### config.mk
export PLATFORM = sky130hd
export DESIGN_NAME = input_mapper_flat
export DESIGN_NICKNAME = d
export VERILOG_FILES = /design/src/rtl/input_mapper_if.sv /design/src/rtl/input_mapper.sv /design/src/flat_wrapper.sv
export SDC_FILE = /design/constraint.sdc
export NUM_CORES = 1
export LEC_CHECK = 0
export BUFFER_PORTS_ARGS = -buffer_cell sky130_fd_sc_hd__buf_2
export CELL_PAD_IN_SITES_DETAIL_PLACEMENT = 1
export CELL_PAD_IN_SITES_GLOBAL_PLACEMENT = 2
export CORE_AREA = 2 2 180 182
export CTS_CLUSTER_SIZE = 14
export DETAILED_ROUTE_END_ITERATION = 16
export DIE_AREA = 0 0 182 184
export HOLD_SLACK_MARGIN = 0.03
export PLACE_DENSITY = 0.82
export SYNTH_ARGS = -nofsm -noshare
export SYNTH_HDL_FRONTEND = slang
export SYNTH_SLANG_ARGS = --single-unit
### constraint.sdc
create_clock -name clk -period 12.95 [get_ports clk]
set_input_delay 2.59 -clock clk [delete_from_list [all_inputs] [get_ports clk]]
set_output_delay 2.59 -clock clk [all_outputs]
set_load 0.05 [all_outputs]
### src/rtl/input_mapper_if.sv
// ============================================================================
//  Module      : input_mapper_if
//  Description : Streaming bundle for the FFT input mapper. Carries the serial
//                sample handshake (in_*) and the parallel frame handshake
//                (out_*, eight complex slots in bit-reversed DIT order).
//                slave  : the mapper (accepts samples, presents frames)
//                master : the environment (producer + FFT core)
//  Ports       : in_vld/in_rdy/in_r/in_i   serial sample channel
//                out_vld/out_rdy           frame channel handshake
//                out_r[k]/out_i[k]         frame slot k, k = 0..7
//  Revision    : 1.0  initial release
// ============================================================================
`default_nettype none

interface input_mapper_if #(
    parameter int WIDTH = 9
);
    logic                    in_vld;
    logic                    in_rdy;
    logic [WIDTH-1:0]        in_r;
    logic [WIDTH-1:0]        in_i;
    logic                    out_vld;
    logic                    out_rdy;
    logic [7:0][WIDTH-1:0]   out_r;
    logic [7:0][WIDTH-1:0]   out_i;

    modport slave (
        input  in_vld, in_r, in_i, out_rdy,
        output in_rdy, out_vld, out_r, out_i
    );

    modport master (
        output in_vld, in_r, in_i, out_rdy,
        input  in_rdy, out_vld, out_r, out_i
    );
endinterface

`default_nettype wire

### src/rtl/input_mapper.sv
// ============================================================================
//  Module      : input_mapper
//  Description : Serial-to-parallel front end of the 8-point DIT FFT. Samples
//                arrive one per cycle in natural order and are written into
//                the bit-reversed slot of a ping-pong buffer, so the core sees
//                all eight inputs in parallel in DIT order. One bank fills
//                while the other is held for the core.
//  Ports       : clk    rising-edge clock
//                rst    asynchronous active-high reset
//                flush  synchronous abort of the partially filled write bank
//                bus    input_mapper_if.slave (sample and frame channels)
//  Revision    : 1.0  initial release
// ============================================================================
`default_nettype none

module input_mapper #(
    parameter int WIDTH = 9
) (
    input  logic                 clk,
    input  logic                 rst,
    input  logic                 flush,
    input_mapper_if.slave        bus
);

    localparam logic [2:0] c_LAST_SLOT = 3'd7;

    // ------------------------------------------------------------------------
    // State
    // ------------------------------------------------------------------------
    logic [WIDTH-1:0] r_mem_r [2][8];
    logic [WIDTH-1:0] r_mem_i [2][8];
    logic [2:0]       r_wr_cnt;
    logic             r_wr_bank;
    logic             r_rd_bank;
    logic [1:0]       r_full;

    logic             w_in_rdy;
    logic             w_accept;
    logic             w_frame_done;
    logic             w_consume;
    logic [2:0]       w_slot;
    logic [1:0]       w_full_nxt;

    function automatic logic [2:0] f_bitrev3(input logic [2:0] v);
        return {v[0], v[1], v[2]};
    endfunction

    // ------------------------------------------------------------------------
    // Handshake decode
    // ------------------------------------------------------------------------
    assign w_in_rdy     = ~r_full[r_wr_bank];
    // flush wins over a coincident sample: the sample is simply not taken
    assign w_accept     = bus.in_vld & w_in_rdy & ~flush;
    assign w_frame_done = w_accept & (r_wr_cnt == c_LAST_SLOT);
    assign w_consume    = r_full[r_rd_bank] & bus.out_rdy;
    assign w_slot       = f_bitrev3(r_wr_cnt);

    // A completing write bank is never full and a consumed read bank always
    // is, so the two updates always target different bits.
    always_comb begin
        w_full_nxt = r_full;
        if (w_consume) begin
            w_full_nxt[r_rd_bank] = 1'b0;
        end
        if (w_frame_done) begin
            w_full_nxt[r_wr_bank] = 1'b1;
        end
    end

    // ------------------------------------------------------------------------
    // Control registers
    // ------------------------------------------------------------------------
    always_ff @(posedge clk or posedge rst) begin
        if (rst) begin
            r_wr_cnt  <= 3'd0;
            r_wr_bank <= 1'b0;
            r_rd_bank <= 1'b0;
            r_full    <= 2'b00;
        end else begin
            r_full <= w_full_nxt;
            if (flush) begin
                r_wr_cnt <= 3'd0;
            end else if (w_accept) begin
                r_wr_cnt <= r_wr_cnt + 3'd1;
            end
            if (w_frame_done) begin
                r_wr_bank <= ~r_wr_bank;
            end
            if (w_consume) begin
                r_rd_bank <= ~r_rd_bank;
            end
        end
    end

    // ------------------------------------------------------------------------
    // Sample storage; only reset ever clears it
    // ------------------------------------------------------------------------
    always_ff @(posedge clk or posedge rst) begin
        if (rst) begin
            for (int b = 0; b < 2; b++) begin
                for (int k = 0; k < 8; k++) begin
                    r_mem_r[b][k] <= '0;
                    r_mem_i[b][k] <= '0;
                end
            end
        end else if (w_accept) begin
            r_mem_r[r_wr_bank][w_slot] <= bus.in_r;
            r_mem_i[r_wr_bank][w_slot] <= bus.in_i;
        end
    end

    // ------------------------------------------------------------------------
    // Outputs: read bank presented directly from storage
    // ------------------------------------------------------------------------
    assign bus.in_rdy  = w_in_rdy;
    assign bus.out_vld = r_full[r_rd_bank];

    for (genvar k = 0; k < 8; k++) begin : g_out
        assign bus.out_r[k] = r_mem_r[r_rd_bank][k];
        assign bus.out_i[k] = r_mem_i[r_rd_bank][k];
    end

endmodule

`default_nettype wire
### src/flat_wrapper.sv
// flat-port wrapper written by rule: the top's interface ports become plain ports
module input_mapper_flat 
#(
    parameter int WIDTH = 9
)
  (clk, rst, flush, bus_in_vld, bus_in_r, bus_in_i, bus_out_rdy, bus_in_rdy, bus_out_vld, bus_out_r, bus_out_i);
  input_mapper_if #(.WIDTH(WIDTH)) bus_i ();
  input  logic clk;
  input  logic rst;
  input  logic flush;
  input wire logic [$bits(bus_i.in_vld)-1:0] bus_in_vld;
  input wire logic [$bits(bus_i.in_r)-1:0] bus_in_r;
  input wire logic [$bits(bus_i.in_i)-1:0] bus_in_i;
  input wire logic [$bits(bus_i.out_rdy)-1:0] bus_out_rdy;
  output wire logic [$bits(bus_i.in_rdy)-1:0] bus_in_rdy;
  output wire logic [$bits(bus_i.out_vld)-1:0] bus_out_vld;
  output wire logic [$bits(bus_i.out_r)-1:0] bus_out_r;
  output wire logic [$bits(bus_i.out_i)-1:0] bus_out_i;
  assign bus_i.in_vld = bus_in_vld;
  assign bus_i.in_r = bus_in_r;
  assign bus_i.in_i = bus_in_i;
  assign bus_i.out_rdy = bus_out_rdy;
  assign bus_in_rdy = bus_i.in_rdy;
  assign bus_out_vld = bus_i.out_vld;
  assign bus_out_r = bus_i.out_r;
  assign bus_out_i = bus_i.out_i;
  input_mapper #(.WIDTH(WIDTH)) u_core (.clk(clk), .rst(rst), .flush(flush), .bus(bus_i));
endmodule
==> out/summary.txt, run 1 <==
Vias in the first global route: 7904
Maximum clock path buffer count: 3
Clk root buf: clkbuf_16
Status: completed
Hold WS: 0.486 ns
Post-route DRC: 0
Critical Path Sink Type: primary output
Worst Skew: 0.0203 ns
GRT overflow: 0
Fin cells: 1413
Setup TNS: 0 ns
Iter 0 DRT Violations: 219
Syn nets: 869
Peak supply drop: 0.000124 V
Share of layout cells above drive strength 1: 65.2%
Worst R2R Start: u_core.r_wr_cnt[0]
Met1 Track Usage GR: 25.9%
Worst Setup Slack, final: 7.68 ns
Reg clk slew, reported paths: 0.06 ns
Post-Syn Area: 0.0131 sq mm
Net switching fraction of the power: 34.7%
Post_cts resized: 0
Number of synthesized register bits: 295
Aggregate routed wire length: 30.9 mm
Grt met3 use: 3.70%
Tightest Hold Check Type: reg -> reg
CP required: 10.36 ns
Final Util: 48.3%
Number of antenna-violating nets in the routed design: 0
Comb power frac: 29.1%
RSZ-0062 raised after global routing: no
Via count of the routed design: 7344
Core footprint: 0.0314 sq mm
YS warnings: 0
Hold Crit Depth: 1
Crit path cell chain: buf_4, mux2_2, buf_2
Slew @ Worst Pin: 1.13 ns
Critical path type: reg -> out
Cells after synthesis: 840
Sequential share of power: 39.5%
R2R Setup Slk: 10.58 ns
Row cnt: 65
Hold buffer count at CTS: 0
Initial cell density of the core: 41.7%
Maxcap violations: 0
Iteration count of the initial detailed-routing pass: 4
Critical Path Max Stage Delay: 0.76 ns
DP Worst Slack: 8.23 ns
Ys async rst share: 100%
EDFF count, synth: 0
Minimum clock period: 5.27 ns
Die W: 182 um
Synth-to-Final Area Change: 15.9%
First-pass GRT wire length: 48.4 mm
Max Fclk: 190 MHz
Power Density: 185 mW/mm^2
Max Slew Vio Count: 0
Hold path start: u_core.r_mem_i[78]
R2r endpoint: u_core.r_mem_r[79]
CP arrival: 2.68 ns
Crit start category: flip-flop
R2R depth: 5
Switching power: 974 uW
Die area: 0.0335 sq mm
Post-CTS Setup Bufs: 0
# fillers: 3086
Detailed Place HPWL: 20.0 mm
CTS tree: done
Total Routing Usage GR: 18.6%
H-tree levels: 1
Top Usage Layer GRT: met2
Most frequent cells in the layout: 408 x mux2_2, 294 x dfrtp_1, 168 x buf_2
PortBufs: 168
DR vias/cell: 5.20
Slew Limit Headroom: 24.3%
Register area share after synthesis: 56.4%
CP max-delay cell: buf_4
Top FF cell, synth: dfrtp_1
Multi-input gate area: 0.00533 sq mm
LEAKAGE: 7.77 nW
Maximum net fanout on the critical path: 71
DP Cell Count: 1355
Reg area: 0.00739 sq mm
Fin nets: 1015
Clock network power share: 31.4%
GRT met2 Usage: 30.7%
Number of I/O pins: 169
PnR Total Power: 2.80 mW
Die Y: 184 um
Final Cell Area: 0.0152 sq mm
Final setup viols: 0
Initial antenna violation count: 3
CTS Sinks: 295
Mapped Avg Cell Area: 15.6 sq um
Routability cong.: 0.719
Largest net degree at the start of global routing: 154
Commonest non-fill, non-tap cell in the layout: mux2_2
Final hold viol count: 0
Routed len/inst: 21.9 um
Clk_lat worst skew: 0.56 ns
Num CTS Buffers: 31
Synth unique cells: 37
Int Pwr: 1.83 mW
Fin crit share: 40.7%
Hold EP: u_core.r_mem_i[78]
DP Area: 0.0141 sq mm
[worst max-delay path by stage]
stage | startpoint | end
after global placement | u_core.r_rd_bank | bus_out_r[63]
after global routing | u_core.r_rd_bank | bus_out_r[52]
final | u_core.r_rd_bank | bus_out_r[28]
after floorplan | rst | u_core.r_full[0]
after detailed placement | u_core.r_rd_bank | bus_out_r[63]
after CTS | u_core.r_rd_bank | bus_out_r[63]
[logic make-up (layout without fill, tap and decap cells)]
logic type / after synthesis / in the layout / synth area share (%)
buffers and inverters: 65 / 235 / 2.87
DFF: 295 / 295 / 56.4
AOI/OAI and AO/OA: 9 / 9 / 0.411
adders and majority gates: 6 / 6 / 0.574
other: 0 / 1 / 0
and+or+nand+nor: 31 / 31 / 1.78
muxes: 434 / 434 / 37.9
[worst max-delay path: cells and delay by family (launching register included)]
family   cells  cell delay [ns]
mux          1             0.42
buf+inv      2             0.97
flops        1             0.62
[per-layer routing]
| metal | share of wire, % | vias to the layer above |
|---|---|---|
| li1 | - | 3294 |
| met1 | 46 | 3874 |
| met4 | 1.2 | 4 |
| met3 | 4.9 | 34 |
| met5 | 0.087 | - |
| met2 | 48 | 138 |
[power groups by stage]
stage | Combinational [mW] | Clock [mW] | Sequential [mW]
2_1_floorplan | 0.672 | 0 | 1.10
3_5_place_dp | 0.823 | 0 | 1.12
5_1_grt | 0.857 | 0.943 | 1.12
6_report | 0.815 | 0.879 | 1.11
3_3_place_gp | 0.813 | 0 | 1.12
4_1_cts | 0.827 | 0.902 | 1.11
[flip-flops by register name, summed over array words and instances, names as in the netlist]
name,cells
u_core.r_mem_i,144
u_core.r_wr_bank,1
u_core.r_wr_cnt,3
u_core.r_mem_r,144
u_core.r_rd_bank,1
u_core.r_full,2
[Yosys cell counts, types with 2 or more instances]
cell type / count / area [sq um]
inv_1: 4 / 15.0
buf_1: 4 / 15.0
nand2b_1: 2 / 12.5
mux2_1: 5 / 56.3
a21oi_1: 2 / 10.0
buf_6: 9 / 101
buf_2: 15 / 75.1
nand2_1: 3 / 11.3
and2b_1: 2 / 15.0
mux2_4: 20 / 300
o21ai_0: 3 / 15.0
mux2_2: 408 / 4590
nand2_2: 6 / 37.5
buf_8: 2 / 30.0
or4_1: 2 / 15.0
or3_1: 2 / 12.5
clkbuf_1: 24 / 90.1
ha_1: 6 / 75.1
and3_1: 4 / 25.0
buf_4: 6 / 45.0
dfrtp_1: 295 / 7380
[area by class of cell]
cell class | instances | share of cell area (%)
Antenna cell | 1 | 0.0165
Multi-Input combinational cell | 480 | 35.2
Inverter | 5 | 0.173
Timing Repair Buffer | 173 | 5.88
Clock inverter | 3 | 0.289
Tap cell | 402 | 3.32
Clock buffer | 54 | 6.42
Sequential cell | 295 | 48.7
Note: power is estimated with default switching activity, not from simulation.
==> run 2, diff against run 1 <==
==> constraint.sdc (replaced) <==
create_clock -name clk -period 5.3 [get_ports clk]
set_input_delay 1.06 -clock clk [delete_from_list [all_inputs] [get_ports clk]]
set_output_delay 1.06 -clock clk [all_outputs]
set_load 0.05 [all_outputs]
==> out/summary.txt, run 2 (synthesized netlist as in run 1, its figures left out) <==
Reg clk slew, reported paths: 0.06 ns
Synth-to-Final Area Change: 16.7%
Net switching fraction of the power: 34.3%
Detailed Place HPWL: 20.1 mm
Number of antenna-violating nets in the routed design: 0
Antenna Cells: 0
Core footprint: 0.0314 sq mm
Post-CTS Setup Bufs: 0
Post_cts resized: 0
Vias in the first global route: 8012
Commonest non-fill, non-tap cell in the layout: mux2_2
Die Y: 184 um
Slew @ Worst Pin: 1.31 ns
DP Worst Slack: 2.06 ns
Comb power frac: 28.2%
Final Util: 48.6%
CP required: 4.24 ns
Fin crit share: 72.1%
Sequential share of power: 38.6%
Biggest regs: u_core.r_mem_i: 144 flops, u_core.r_mem_r: 144 flops, u_core.r_wr_cnt: 3 flops
Via count of the routed design: 7464
Share of layout cells above drive strength 1: 64.9%
Die area: 0.0335 sq mm
Clock network power share: 33.1%
Initial cell density of the core: 41.7%
Tightest Hold Check Type: reg -> reg
Routability cong.: 0.751
R2r endpoint: u_core.r_mem_i[75]
Peak supply drop: 0.000284 V
Minimum clock period: 3.82 ns
RSZ-0062 raised after global routing: no
Row cnt: 65
Critical Path Sink Type: primary output
Hold buffer count at CTS: 0
R2R Setup Slk: 2.83 ns
Hold path start: u_core.r_mem_i[77]
First-pass GRT wire length: 49.6 mm
Largest net degree at the start of global routing: 160
Fin nets: 1018
CTS tree: done
H-tree levels: 2
Power Density: 461 mW/mm^2
Clk_lat worst skew: 0.50 ns
Worst Setup Slack, final: 1.48 ns
GRT overflow: 0
Slew Limit Headroom: 12.4%
Clk root buf: clkbuf_16
R2R depth: 5
Critical path destination: bus_out_i[39]
Setup TNS: 0 ns
CP arrival: 2.76 ns
DR vias/cell: 5.27
Worst R2R Start: u_core.r_wr_cnt[0]
Maximum net fanout on the critical path: 91
Maximum clock path buffer count: 3
Crit start category: flip-flop
Max Fclk: 262 MHz
Routed len/inst: 22.3 um
PnR Total Power: 7.04 mW
CTS Sinks: 295
PortBufs: 168
Total Routing Usage GR: 19.3%
Critical path type: reg -> out
DP Area: 0.0141 sq mm
Die W: 182 um
Aggregate routed wire length: 31.5 mm
Status: completed
Number of I/O pins: 169
Maxcap violations: 0
Switching power: 2.41 mW
Initial antenna violation count: 1
Final Cell Area: 0.0153 sq mm
Worst Skew: 0.00734 ns
Post-route DRC: 0
Most frequent cells in the layout: 408 x mux2_2, 294 x dfrtp_1, 168 x buf_2
LEAKAGE: 7.80 nW
Iteration count of the initial detailed-routing pass: 6
Num CTS Buffers: 35
Final hold viol count: 0
Max Slew Vio Count: 0
Crit path from: u_core.r_rd_bank
Iter 0 DRT Violations: 295
Int Pwr: 4.63 mW
Final setup viols: 0
==> run 2: cell types whose count changed in the layout (fill, tap and decap cells not counted), sizes merged <==
cell,delta
bufinv,+1
clkinvlp,+1
diode,-1
buf,-1
inv,-2
clkbuf,+4
==> run 2: metal layers <==
metal | GRT usage [%] | wire (um) | up-vias
met1 | 27.3 | 14900 | 3967
met4 | 4.29 | 549 | 2
li1 | - | - | 3311
met5 | 0 | 11 | -
met3 | 3.43 | 1260 | 41
met2 | 31.1 | 14900 | 143
==> run 2: worst min-delay path by stage <==
| stage | endpoint | slack (ns) | depth (start not counted) |
|---|---|---|---|
| after global routing | u_core.r_mem_i[141] | 0.51 | 1 |
| after global placement | u_core.r_mem_r[50] | 0.48 | 1 |
| after floorplan | u_core.r_mem_i[76] | 0.46 | 1 |
| after CTS | u_core.r_mem_i[77] | 0.50 | 1 |
| final | u_core.r_mem_i[77] | 0.49 | 1 |
| after detailed placement | u_core.r_mem_i[77] | 0.48 | 1 |
==> run 2: power by group through the flow <==
stage	logic (mW)	clock network (mW)	registers (mW)
2_1_floorplan	1.64	0	2.68
3_3_place_gp	1.99	0	2.74
3_5_place_dp	2.00	0	2.75
4_1_cts	2.01	2.39	2.72
5_1_grt	2.09	2.49	2.76
6_report	1.99	2.33	2.72
==> run 2: worst max-delay path, cell delays in order, from the launching register on <==
cell and delay [ns]:
dfrtp_4 0.98, buf_12 0.43, mux2_2 0.42, buf_2 0.22
==> run 2: through the flow <==
| stage | cells | hold slack [ns] |
|---|---|---|
| 5_1_grt | 1415 | 0.511 |
| 3_3_place_gp | 1354 | 0.482 |
| 2_1_floorplan | 840 | 0.460 |
| 6_report | 1415 | 0.489 |
| 3_5_place_dp | 1354 | 0.483 |
| 4_1_cts | 1415 | 0.495 |
==> run 2: cell type report <==
| cell class | instances | area [sq um] |
|---|---|---|
| Fill cell | 3083 | 16100 |
| Sequential cell | 295 | 7390 |
| Multi-Input combinational cell | 480 | 5330 |
| Clock buffer | 58 | 1040 |
| Timing Repair Buffer | 172 | 908 |
| Tap cell | 402 | 503 |
| Clock inverter | 3 | 65.1 |
| Inverter | 5 | 22.5 |
==> run 3, diff against run 2 <==
==> constraint.sdc (replaced) <==
create_clock -name clk -period 3.6 [get_ports clk]
set_input_delay 0.72 -clock clk [delete_from_list [all_inputs] [get_ports clk]]
set_output_delay 0.72 -clock clk [all_outputs]
set_load 0.05 [all_outputs]
==> out/summary.txt, run 3 (synthesized netlist as in run 1, its figures left out) <==
Status: completed
Vias in the first global route: 8194
CP arrival: 2.40 ns
Antenna Cells: 0
Clk root buf: clkbuf_16
LEAKAGE: 7.92 nW
Die Y: 184 um
Clk_lat worst skew: 0.50 ns
Slew Limit Headroom: 21.1%
Max Slew Vio Count: 0
Via count of the routed design: 7513
Commonest non-fill, non-tap cell in the layout: mux2_2
Number of antenna-violating nets in the routed design: 0
Maximum net fanout on the critical path: 60
Number of I/O pins: 169
Crit start category: flip-flop
Reg clk slew, reported paths: 0.06 ns
DP Cell Count: 1365
Slew @ Worst Pin: 1.18 ns
Detailed Place HPWL: 20.9 mm
Final hold viol count: 0
DR vias/cell: 5.27
Synth-to-Final Area Change: 18.1%
Core footprint: 0.0314 sq mm
CP required: 2.88 ns
Max Fclk: 320 MHz
Power Density: 685 mW/mm^2
Final Util: 49.2%
Die area: 0.0335 sq mm
Top Usage Layer GRT: met2
Critical path type: reg -> out
Largest net degree at the start of global routing: 115
RSZ-0062 raised after global routing: no
Routed len/inst: 22.5 um
Met1 Track Usage GR: 27.2%
PnR Total Power: 10.6 mW
Num CTS Buffers: 35
Biggest regs: u_core.r_mem_i: 144 flops, u_core.r_mem_r: 144 flops, u_core.r_wr_cnt: 3 flops
Routability cong.: 0.738
Critical Path Sink Type: primary output
Row cnt: 65
Total Routing Usage GR: 19.5%
Die W: 182 um
GRT overflow: 0
Hold buffer count at CTS: 0
Worst Skew: 0.0170 ns
Iter 0 DRT Violations: 298
CTS Sinks: 295
Peak supply drop: 0.000400 V
Post_cts resized: 0
GRT met2 Usage: 31.8%
Maximum clock path buffer count: 3
Maxcap violations: 0
Minimum clock period: 3.12 ns
Initial cell density of the core: 41.7%
Tightest Hold Check Type: in -> async
Fin nets: 1029
CTS tree: done
Final setup viols: 0
H-tree levels: 2
Post-route DRC: 0
Fin crit share: 86.8%
First-pass GRT wire length: 49.8 mm
Iteration count of the initial detailed-routing pass: 4
Aggregate routed wire length: 32.1 mm
Share of layout cells above drive strength 1: 66.4%
PortBufs: 168
Initial antenna violation count: 1
Most frequent cells in the layout: 408 x mux2_2, 294 x dfrtp_1, 168 x buf_2
Grt met3 use: 3.07%
Post-CTS Setup Bufs: 0
Fin cells: 1425
## run 3: changes by cell type in the layout (fill, tap and decap cells not counted), sizes merged
cell / delta
bufinv: +1
buf: +11
clkbuf: -6
clkinv: +4
## run 3: report_power, final
group	leakage [nW]	switching (mW)	internal, mW
sequential	3.95	0.258	3.75
clock	0.596	1.34	2.28
combinational	3.38	2.00	0.958
## run 3: path summary, 6_finish.rpt
| check | start | to | slack, ns | depth (start not counted) |
|---|---|---|---|---|
| max in group asynchronous | rst | u_core.r_rd_bank | 2.29 | 3 |
| worst min register to register | u_core.r_mem_i[76] | u_core.r_mem_i[76] | 0.50 | 1 |
| worst max register to register | u_core.r_wr_cnt[0] | u_core.r_mem_i[73] | 1.17 | 5 |
| worst min-delay path | rst | u_core.r_mem_r[92] | 0.28 | 2 |
| min in group clk | u_core.r_mem_i[76] | u_core.r_mem_i[76] | 0.50 | 1 |
| worst max-delay path | u_core.r_rd_bank | bus_out_r[37] | 0.48 | 3 |
## run 3: critical path, cell delays in order (launching register included)
cell and delay (ns):
dfrtp_4 0.82, buf_12 0.37, mux2_2 0.41, buf_2 0.22
## run 3: final cells by class
| cell class | instances | area [sq um] |
|---|---|---|
| clock buffers | 52 | 1080 |
| multi-input cells | 480 | 5330 |
| well taps | 402 | 503 |
| inverters | 5 | 22.5 |
| clock inverters | 8 | 115 |
| flip-flops and latches | 295 | 7390 |
| fillers | 3064 | 15900 |
| repair buffers | 183 | 1020 |
## run 3: routing by layer
layer	vias to the layer above	wire, um	part of all wire, %
met2	145	15300	48
met1	3996	15000	47
li1	3322	-	-
met5	-	13	0.040
met3	48	1220	3.8
met4	2	660	2.1
## run 3: through the flow
stage | hold WS, ns | TNS (ns) | setup slack (ns) | cell area [sq um]
floorplan | 0.460 | -305.95 | -1.04 | 13100
global placement | 0.477 | 0 | 0.976 | 14300
detailed placement | 0.485 | 0 | 0.938 | 14300
CTS | 0.292 | 0 | 0.485 | 15500
global route | 0.319 | 0 | 0.390 | 15500
finish | 0.285 | 0 | 0.476 | 15500
